<file path="src/rtl/up_down_count_decoder_pkg.sv">
// up_down_count_decoder_pkg
//   Shared types and constants for the up/down counter bus receiver.
//   - state_t      : decoder state machine encoding (INIT, TRACK, ERROR)
//   - SYNC_DEPTH   : number of flops in the input synchronizer
//   - DIR_UP/DOWN  : encodings driven on UpOrDown
package up_down_count_decoder_pkg;

    typedef enum logic [1:0] {
        ST_INIT  = 2'd0,
        ST_TRACK = 2'd1,
        ST_ERROR = 2'd2
    } state_t;

    localparam int   SYNC_DEPTH = 2;
    localparam logic DIR_UP     = 1'b1;
    localparam logic DIR_DOWN   = 1'b0;

endpackage

</file>
<file path="src/rtl/count_sync_filter.sv">
// count_sync_filter
//   Brings an asynchronous multi-bit bus into the i_clk domain and
//   glitch-filters it. A value is offered on o_accept once it has been seen
//   on STABLE_CYCLES consecutive synchronized samples and either differs
//   from i_ref or i_accept_any is set.
//   Optional feature macro: UP_DOWN_COUNT_DECODER_FILTER_EN
//     defined   : stability filter built with STABLE_CYCLES
//     undefined : filter omitted, any synchronized value != i_ref accepted
//   Ports:
//     i_clk, i_rst   clock, async active-high reset
//     i_data         asynchronous input bus
//     i_ref          currently held value (acceptance requires a change)
//     i_accept_any   accept a stable value even if equal to i_ref
//     o_accept       one-cycle (combinational) accept strobe
//     o_value        value being accepted
import up_down_count_decoder_pkg::*;

module count_sync_filter #(
    parameter int WIDTH         = 4,
    parameter int STABLE_CYCLES = 2
) (
    input  logic             i_clk,
    input  logic             i_rst,
    input  logic [WIDTH-1:0] i_data,
    input  logic [WIDTH-1:0] i_ref,
    input  logic             i_accept_any,
    output logic             o_accept,
    output logic [WIDTH-1:0] o_value
);

    logic [SYNC_DEPTH-1:0][WIDTH-1:0] r_sync;
    // Marks which synchronizer stages hold a real sample since reset, so the
    // reset value of the flops is never mistaken for a stable input.
    logic [SYNC_DEPTH-1:0]            r_vld;
    logic [WIDTH-1:0]                 w_synced;
    logic                             w_valid;
    logic                             w_stable;

    always_ff @(posedge i_clk or posedge i_rst) begin
        if (i_rst) begin
            r_sync <= '0;
            r_vld  <= '0;
        end else begin
            r_sync <= {r_sync[SYNC_DEPTH-2:0], i_data};
            r_vld  <= {r_vld[SYNC_DEPTH-2:0], 1'b1};
        end
    end

    assign w_synced = r_sync[SYNC_DEPTH-1];
    assign w_valid  = r_vld[SYNC_DEPTH-1];

`ifdef UP_DOWN_COUNT_DECODER_FILTER_EN
    localparam int RUN_W = $clog2(STABLE_CYCLES + 1) + 1;

    logic [WIDTH-1:0] r_cand;
    logic [RUN_W-1:0] r_run;
    logic [RUN_W-1:0] w_run;

    // w_run counts the current sample too, so acceptance happens on the
    // STABLE_CYCLES-th matching sample without an extra cycle of delay.
    always_comb begin
        w_run = '0;
        if (w_valid) begin
            if (w_synced != r_cand)
                w_run = RUN_W'(1);
            else if (r_run >= RUN_W'(STABLE_CYCLES))
                w_run = RUN_W'(STABLE_CYCLES);
            else
                w_run = r_run + RUN_W'(1);
        end
    end

    always_ff @(posedge i_clk or posedge i_rst) begin
        if (i_rst) begin
            r_cand <= '0;
            r_run  <= '0;
        end else begin
            r_cand <= w_synced;
            r_run  <= w_run;
        end
    end

    assign w_stable = (w_run >= RUN_W'(STABLE_CYCLES));
`else
    // Without the filter every valid sample is immediately a candidate; a
    // non-positive STABLE_CYCLES is outside the legal range and disables it.
    assign w_stable = w_valid && (STABLE_CYCLES > 0);
`endif

    assign o_accept = w_stable && ((w_synced != i_ref) || i_accept_any);
    assign o_value  = w_synced;

endmodule

</file>
<file path="src/rtl/up_down_count_decoder.sv">
// up_down_count_decoder
//   Receiver for a ripple up/down counter bus. Synchronizes and filters the
//   count, then recovers direction, step pulses, wrap pulses and a signed
//   accumulated position. Jumps other than +/-1 (mod 2^WIDTH) set a sticky
//   error that ErrClr clears, re-baselining on the next accepted value.
//   Optional feature macro: UP_DOWN_COUNT_DECODER_FILTER_EN (see
//   count_sync_filter).
//   Ports:
//     Clk, reset   clock, async active-high reset
//     CountIn      asynchronous count bus
//     ErrClr       clear error and re-baseline
//     StepPulse    one-cycle pulse per accepted +/-1 step
//     UpOrDown     direction of last step (1 = up)
//     WrapUp       pulse on max -> 0 up step
//     WrapDown     pulse on 0 -> max down step
//     Position     signed accumulated step count (wraps)
//     CountOut     last accepted count
//     Err          sticky illegal-jump flag
import up_down_count_decoder_pkg::*;

module up_down_count_decoder #(
    parameter int WIDTH         = 4,
    parameter int STABLE_CYCLES = 2,
    parameter int POS_WIDTH     = 16
) (
    input  logic                 Clk,
    input  logic                 reset,
    input  logic [WIDTH-1:0]     CountIn,
    input  logic                 ErrClr,
    output logic                 StepPulse,
    output logic                 UpOrDown,
    output logic                 WrapUp,
    output logic                 WrapDown,
    output logic [POS_WIDTH-1:0] Position,
    output logic [WIDTH-1:0]     CountOut,
    output logic                 Err
);

    localparam logic [WIDTH-1:0] CNT_MAX = '1;
    localparam logic [WIDTH-1:0] CNT_ONE = WIDTH'(1);

    state_t                 r_state;
    logic                   r_step;
    logic                   r_dir;
    logic                   r_wrap_up;
    logic                   r_wrap_dn;
    logic [POS_WIDTH-1:0]   r_pos;
    logic [WIDTH-1:0]       r_count;
    logic                   r_err;

    logic                   w_accept;
    logic [WIDTH-1:0]       w_value;
    logic [WIDTH-1:0]       w_diff;

    count_sync_filter #(
        .WIDTH         (WIDTH),
        .STABLE_CYCLES (STABLE_CYCLES)
    ) u_filter (
        .i_clk        (Clk),
        .i_rst        (reset),
        .i_data       (CountIn),
        .i_ref        (r_count),
        // CountOut resets to 0, so INIT must be able to take a stable 0.
        .i_accept_any (r_state == ST_INIT),
        .o_accept     (w_accept),
        .o_value      (w_value)
    );

    // Modulo-2^WIDTH difference: 1 is an up step, all-ones a down step.
    assign w_diff = w_value - r_count;

    always_ff @(posedge Clk or posedge reset) begin
        if (reset) begin
            r_state   <= ST_INIT;
            r_step    <= 1'b0;
            r_dir     <= 1'b0;
            r_wrap_up <= 1'b0;
            r_wrap_dn <= 1'b0;
            r_pos     <= '0;
            r_count   <= '0;
            r_err     <= 1'b0;
        end else begin
            r_step    <= 1'b0;
            r_wrap_up <= 1'b0;
            r_wrap_dn <= 1'b0;
            case (r_state)
                ST_INIT: begin
                    if (w_accept) begin
                        r_count <= w_value;
                        r_state <= ST_TRACK;
                    end
                end
                ST_TRACK: begin
                    if (w_accept) begin
                        r_count <= w_value;
                        if (w_diff == CNT_ONE) begin
                            r_step    <= 1'b1;
                            r_dir     <= DIR_UP;
                            r_pos     <= r_pos + POS_WIDTH'(1);
                            r_wrap_up <= (r_count == CNT_MAX);
                        end else if (w_diff == CNT_MAX) begin
                            r_step    <= 1'b1;
                            r_dir     <= DIR_DOWN;
                            r_pos     <= r_pos - POS_WIDTH'(1);
                            r_wrap_dn <= (r_count == '0);
                        end else begin
                            r_err   <= 1'b1;
                            r_state <= ST_ERROR;
                        end
                    end
                end
                ST_ERROR: begin
                    if (w_accept)
                        r_count <= w_value;
                    if (ErrClr) begin
                        r_err   <= 1'b0;
                        r_state <= ST_INIT;
                    end
                end
                default: r_state <= ST_INIT;
            endcase
        end
    end

    assign StepPulse = r_step;
    assign UpOrDown  = r_dir;
    assign WrapUp    = r_wrap_up;
    assign WrapDown  = r_wrap_dn;
    assign Position  = r_pos;
    assign CountOut  = r_count;
    assign Err       = r_err;

endmodule

</file>
<file path="config.mk">
export PLATFORM = sky130hd
export DESIGN_NAME = up_down_count_decoder
export DESIGN_NICKNAME = d
export VERILOG_FILES = /design/src/rtl/up_down_count_decoder_pkg.sv /design/src/rtl/count_sync_filter.sv /design/src/rtl/up_down_count_decoder.sv
export SDC_FILE = /design/constraint.sdc
export NUM_CORES = 1
export LEC_CHECK = 0
export CAP_MARGIN = 10
export CORE_ASPECT_RATIO = 0.7
export CORE_MARGIN = 5
export CORE_UTILIZATION = 49
export DETAILED_ROUTE_END_ITERATION = 12
export HOLD_SLACK_MARGIN = 0.05
export PLACE_DENSITY = 0.76
export SLEW_MARGIN = 5
export SYNTH_ARGS = -nofsm -noshare
export SYNTH_HDL_FRONTEND = slang
export SYNTH_SLANG_ARGS = --single-unit
</file>
<file path="constraint.sdc">
create_clock -name Clk -period 3.33 [get_ports Clk]
set_input_delay 0.666 -clock Clk [delete_from_list [all_inputs] [get_ports Clk]]
set_output_delay 0.666 -clock Clk [all_outputs]
set_load 0.005 [all_outputs]
</file>
# Yosys cells after proc, flatten, opt, wreduce, memory -nomap -nowiden
# Index checks and enable logic that the tools add are counted.
[totals]
word_cells = 62
out_inout_bits = 25
inputBits = 7
regBits = 37
[op_classes]
n_eq_ne = 11
n_addsub = 3
muxes = 26
reduce_logical = 11
[op_table]
columns = ["operator", "count"]
rows = [
  ["$mux W16", 2],
  ["$mux W1", 17],
  ["$add A16 B1 Y16 const B", 1],
  ["$sub A16 B1 Y16 const B", 1],
  ["$mux W2", 5],
  ["$reduce_and A5 Y1", 2],
  ["$eq A4 B4 Y1 const B", 2],
  ["$ne A2 B2 Y1 const B", 4],
  ["$pmux W2 S3", 1],
  ["$eq A4 B1 Y1 const B", 1],
  ["$logic_not A4 Y1", 1],
  ["$ne A4 B4 Y1", 1],
  ["$reduce_bool A2 Y1", 2],
  ["$sub A4 B4 Y4", 1],
  ["$reduce_and A3 Y1", 1],
  ["$reduce_or A3 Y1", 1],
  ["$eq A2 B1 Y1 const B", 1],
  ["$eq A2 B2 Y1 const B", 1],
  ["$logic_not A2 Y1", 1],
  ["$ne A2 B1 Y1 const B", 1],
  ["$pmux W1 S2", 1],
  ["$reduce_and A2 Y1", 1],
  ["$logic_and A1 B1 Y1", 1],
  ["$logic_or A1 B1 Y1", 1],
]

# Depth between registers and ports, before layout
[logic_depth]
depth_word = 6
ltp_mapped = 15

# Hierarchy
# From an unflattened synthesis, not the netlist that was laid out.
[unflattened]
cells_unflattened = 222
hier_area_um2 = 2220.9
[modules_own_cells]
columns = ["module", "n_inst", "area_each_um2", "cells_per_inst", "seq_area_each_um2"]
rows = [
  ["up_down_count_decoder", 1, 1884.3, 200, 675.6],
  ["count_sync_filter", 1, 336.6, 22, 250.2],
]

# Worst setup path before layout
# Ideal clock, no wire load.
[synth_timing]
kind = "register to register"
from = "reg r_count[0] (netlist: CountOut[0])"
to = "reg r_pos[13] (netlist: Position[13])"
t_required_ns = 3.247
setup_slack_ns = -0.181
setup_time_ns = 0.083
n_path_buf = 0
t_arrival_ns = 3.428
path_stages_with_launch = 14
cell_sequence = "dfrtp_1 > ha_1 > inv_1 > fa_1 > xnor2_2 > nand4_1 > a211o_1 > ha_1 > a21oi_1 > o21ai_0 > a31oi_1 > o21ai_0 > xnor2_1 > o21ai_0"
[synth_via]
elab_chain_cells = 4
[synth_lines]
columns = ["element", "line_no", "source"]
rows = [
  ["start: declaration", "up_down_count_decoder.sv:48", "logic [WIDTH-1:0] r_count;"],
  ["start signal: assignment", "up_down_count_decoder.sv:89", "r_count <= w_value;"],
  ["start signal: assignment", "up_down_count_decoder.sv:95", "r_count <= w_value;"],
  ["start signal: assignment", "up_down_count_decoder.sv:114", "r_count <= w_value;"],
  ["$sub A4 B4 Y4 or $ne A4 B4 Y1 (tied branches)", "up_down_count_decoder.sv:70, count_sync_filter.sv:90", ""],
  ["$eq A4 B1 Y1, or another cell as far along", "up_down_count_decoder.sv:96", "if (w_diff == CNT_ONE) begin"],
  ["$reduce_bool A2 Y1 (no line) or $logic_and A1 B1 Y1 (tied branches)", "n/a", ""],
  ["$reduce_and A3 Y1 (no line)", "n/a", ""],
  ["end signal: assignment", "up_down_count_decoder.sv:99", "r_pos <= r_pos + POS_WIDTH'(1);"],
  ["end signal: assignment", "up_down_count_decoder.sv:104", "r_pos <= r_pos - POS_WIDTH'(1);"],
  ["end: declaration", "up_down_count_decoder.sv:47", "logic [POS_WIDTH-1:0] r_pos;"],
]
# Parallel ways exist; a longest one is shown, timed or not.
# A chain may end at the register's enable or synchronous reset.

# Worst setup path after layout
[layout_timing]
from = "reg u_filter.r_sync (netlist bit u_filter.o_value[0])"
to = "reg r_pos[15] (netlist: Position[15])"
[layout_via]
elab_chain_cells = 4
[layout_lines]
columns = ["element", "line_no", "source"]
rows = [
  ["start: declaration", "count_sync_filter.sv:31", "logic [SYNC_DEPTH-1:0][WIDTH-1:0] r_sync;"],
  ["start signal: assignment", "count_sync_filter.sv:44", "r_sync <= {r_sync[SYNC_DEPTH-2:0], i_data};"],
  ["$sub A4 B4 Y4 or $ne A4 B4 Y1 (tied branches)", "up_down_count_decoder.sv:70, count_sync_filter.sv:90", ""],
  ["$eq A4 B1 Y1, or another cell as far along", "up_down_count_decoder.sv:96", ""],
  ["$reduce_bool A2 Y1 (no line) or $logic_and A1 B1 Y1 (tied branches)", "n/a", ""],
  ["$reduce_and A3 Y1 (no line)", "n/a", ""],
]
# Parallel ways exist; a longest one is shown, timed or not.

==> metrics.md <==
| Metric | Value |
|---|---|
| Post-DR vias/cell | `5.93` |
| # port buffers | `31` |
| Power Dens Cells | `1250 mW/mm²` |
| Pre-CTS setup slack | `-169 ps` |
| Clock Latency Late Sink | `290 ps` |
| Hold WS | `349 ps` |
| IO Count | `32` |
| Leakage | `1.48 nW` |
| Antenna-violating nets left | `0` |
| Gr usage total | `18.3%` |
| Final Critical Period | `3700 ps` |
| Routed via count | `2211` |
| Starting Density | `50.6%` |
| Area of the multi-input gates | `0.00158 mm²` |
| Post-Syn Instances | `232` |
| Die height | `66.1 µm` |
| Sink Count | `37` |
| Clock Root Buffer | `clkbuf_8` |
| Simple-gate share of the synthesized area | `15.3%` |
| Failing checks | `setup timing` |
| Nets@finish | `343` |
| Cell taking the most area after synthesis | `dfrtp_1` |
| Setup repair after global routing missed its margin | `yes` |
| Initial antenna violation count | `0` |
| Xor and xnor area share after synthesis | `7.50%` |
| Filler cells | `254` |
| DR DRC count | `0` |
| HP Class | `reg -> reg` |
| Final worst clock skew | `5.47 ps` |
| Count leader, synth | `dfrtp_1` |
| Status | `complete, but fails checks` |
| Post-synthesis mux area share | `1.99%` |
| Diodes inserted | `0` |
| Async set-or-reset flop fraction in the synthesized netlist | `100%` |
| Largest net degree at the start of global routing | `35` |
| Synth top area cells | `dfrtp_1 42%, ha_1 9.7%, o21ai_0 5.9%` |
| GPL Wtd Cong | `0.955` |
| Period utilisation layout | `111%` |
| Post-synth EDFFs | `0` |
| Synth cell types | `44` |
| Post-synthesis net count | `258` |
| Synth Flop Type | `dfrtp_1` |
| Seq. cell area | `926 µm²` |
| Max Cap Violations | `0` |
| Crit Path Class | `reg -> reg` |
| DRT Wirelength | `7.06 mm` |
| 1st-pass router iterations | `4` |
| Vias in the first global route | `1945` |
| Area share of the largest cell type after synthesis | `42.0%` |
| VDD IR max | `0.000736 V` |
| Synth top cells by count | `37 x dfrtp_1, 26 x nand2_1, 26 x o21ai_0` |
| CTS Buffer Depth | `2` |
| Wire per inst | `18.9 µm` |
| Hpwl dp | `3.76 mm` |
| Core area | `0.00435 mm²` |
| DIE WIDTH | `90.1 µm` |
| Syn. warnings | `0` |
| Fin worst setup slack | `-372 ps` |
| CP Capture Type | `flip-flop` |
| Compound-Gate Fraction of Synth Area | `17.5%` |
| Area added between synthesis and finish | `57.8%` |
| Post-synthesis sequential area ratio | `42.0%` |
| Worst slew pin tran | `637 ps` |
| Synth Area in Adders | `11.5%` |
| Final setup fails | `6` |
| Share of cells above drive strength 1 | `38.7%` |
| Yosys reg bits | `37` |
| CTS H-tree depth | `2` |
| CTS Buf Count | `5` |
| Mean Syn Cell Area | `9.49 µm²` |
| CTS tree | `built` |
| Final cell count without fillers | `373` |
| Max Freq | `0.270 GHz` |
| CP Data Required Time | `3540 ps` |
| Largest family of logic cells by synthesized area | `compound AO/OA/AOI/OAI gates` |
| Total congestion overflow | `0` |
| Headroom to the max-slew limit | `57.1%` |
| Slew Limit Fails | `0` |
| First-pass GRT wire length | `8.78 mm` |
| Crit path DAT | `3910 ps` |
| Clk slew on worst S/H paths | `80 ps` |
| DRT iter0 DRCs | `174` |
| Die area | `0.00596 mm²` |
| Crit path max fanout | `8` |
| Num rows | `20` |
| Post-synthesis cell area | `0.00220 mm²` |
| CP Launch Type | `flip-flop` |
| Placed Cells | `349` |
| Endpoints failing hold | `0` |
-- sequential cells by signal, summed over array words and instances (netlist names) --
| name | count |
|---|---|
| Position | 16 |
| CountOut | 4 |
| u_filter.o_value | 4 |
| u_filter.r_sync | 4 |
| r_state | 2 |
| u_filter.r_vld | 2 |
| Err | 1 |
| StepPulse | 1 |
| UpOrDown | 1 |
| WrapDown | 1 |
| WrapUp | 1 |
-- worst max-delay path: stages, from the launching register on --
cell and delay [ps]:
dfrtp_1 390, inv_2 80, ha_4 140, inv_2 40, fa_2 410, xnor2_2 180
nand4_1 180, a211o_4 460, ha_4 310, o211ai_1 150, buf_4 180, o211ai_1 320
nand4b_1 220, and3_1 250, o21ai_2 150, xnor2_1 160
-- repair_timing --
action / in CTS / in global routing
setup buffers: 11 / 6
hold buffers: 0 / 0
endpoints found under the setup margin: 8 / 13
pin swaps: 7 / 21
endpoints found under the hold margin: 0 / 0
gates resized for setup: 17 / 63
-- power by group --
| part | switching, W | internal [W] | leakage, nW |
|---|---|---|---|
| Sequential | 0.000154 | 0.000573 | 0.453 |
| Combinational | 0.00154 | 0.00166 | 0.973 |
| Clock | 0.000170 | 0.000244 | 0.0574 |
| Total | 0.00187 | 0.00247 | 1.48 |
-- layout by cell type (no fill, tap or decap), drive strengths merged, types with 6 or more instances in the layout --
master         count
buf               53
clkdlybuf4s50     31
dfrtp             37
o21ai             28
ha                17
clkbuf             6
xnor2              9
xor2               9
nor2               8
nand2             26
a21oi             19
inv               12
-- layout make-up --
class / count / share of cell area, %
multi-input cells: 177 / 45.3
well taps: 55 / 1.98
flip-flops and latches: 37 / 26.6
inverters: 12 / 1.30
repair buffers: 84 / 21.3
clock buffers: 6 / 2.38
clock inverters: 2 / 1.08
-- cell families (layout without fill, tap and decap cells) --
kind of cell,count (synthesis),count (layout)
AOI/OAI and AO/OA,67,67
xor gates and xnor gates,18,18
and+or+nand+nor,68,68
buffers and inverters,18,104
adders and majority gates,19,19
other,1,1
muxes,4,4
DFF,37,37
-- final timing paths --
kind,startpoint,end,slack (ps),cells past startpoint
worst max-delay path,u_filter.o_value[0],Position[15],-370,15
worst min-delay path,u_filter.r_sync[1],u_filter.o_value[1],350,0
worst max register to register,u_filter.o_value[0],Position[15],-370,15
worst min register to register,u_filter.r_sync[1],u_filter.o_value[1],350,0
max in group asynchronous,reset,u_filter.o_value[3],2140,3
min in group asynchronous,reset,u_filter.r_sync[2],540,2
-- stage by stage --
stage / TNS (ps) / power [W] / utilization [%] / cell area [µm²]
after floorplan: -71.1 / 0.00193 / - / 2230
after global placement: -315 / 0.00278 / 65.6 / 2860
after detailed placement: -759 / 0.00283 / 65.6 / 2860
after CTS: -199 / 0.00348 / 71.8 / 3130
after global routing: -2990 / 0.00461 / 79.8 / 3470
final: -1270 / 0.00434 / 79.8 / 3470
-- metal layers --
metal	share of wire [%]	track usage, %	vias up
li1	-	-	1000
met1	40	23.8	1043
met2	47	30.7	126
met3	7.6	3.53	42
met4	5.2	6.32	0
met5	0	0	-
No activity file was read; power rests on OpenSTA's default activity.
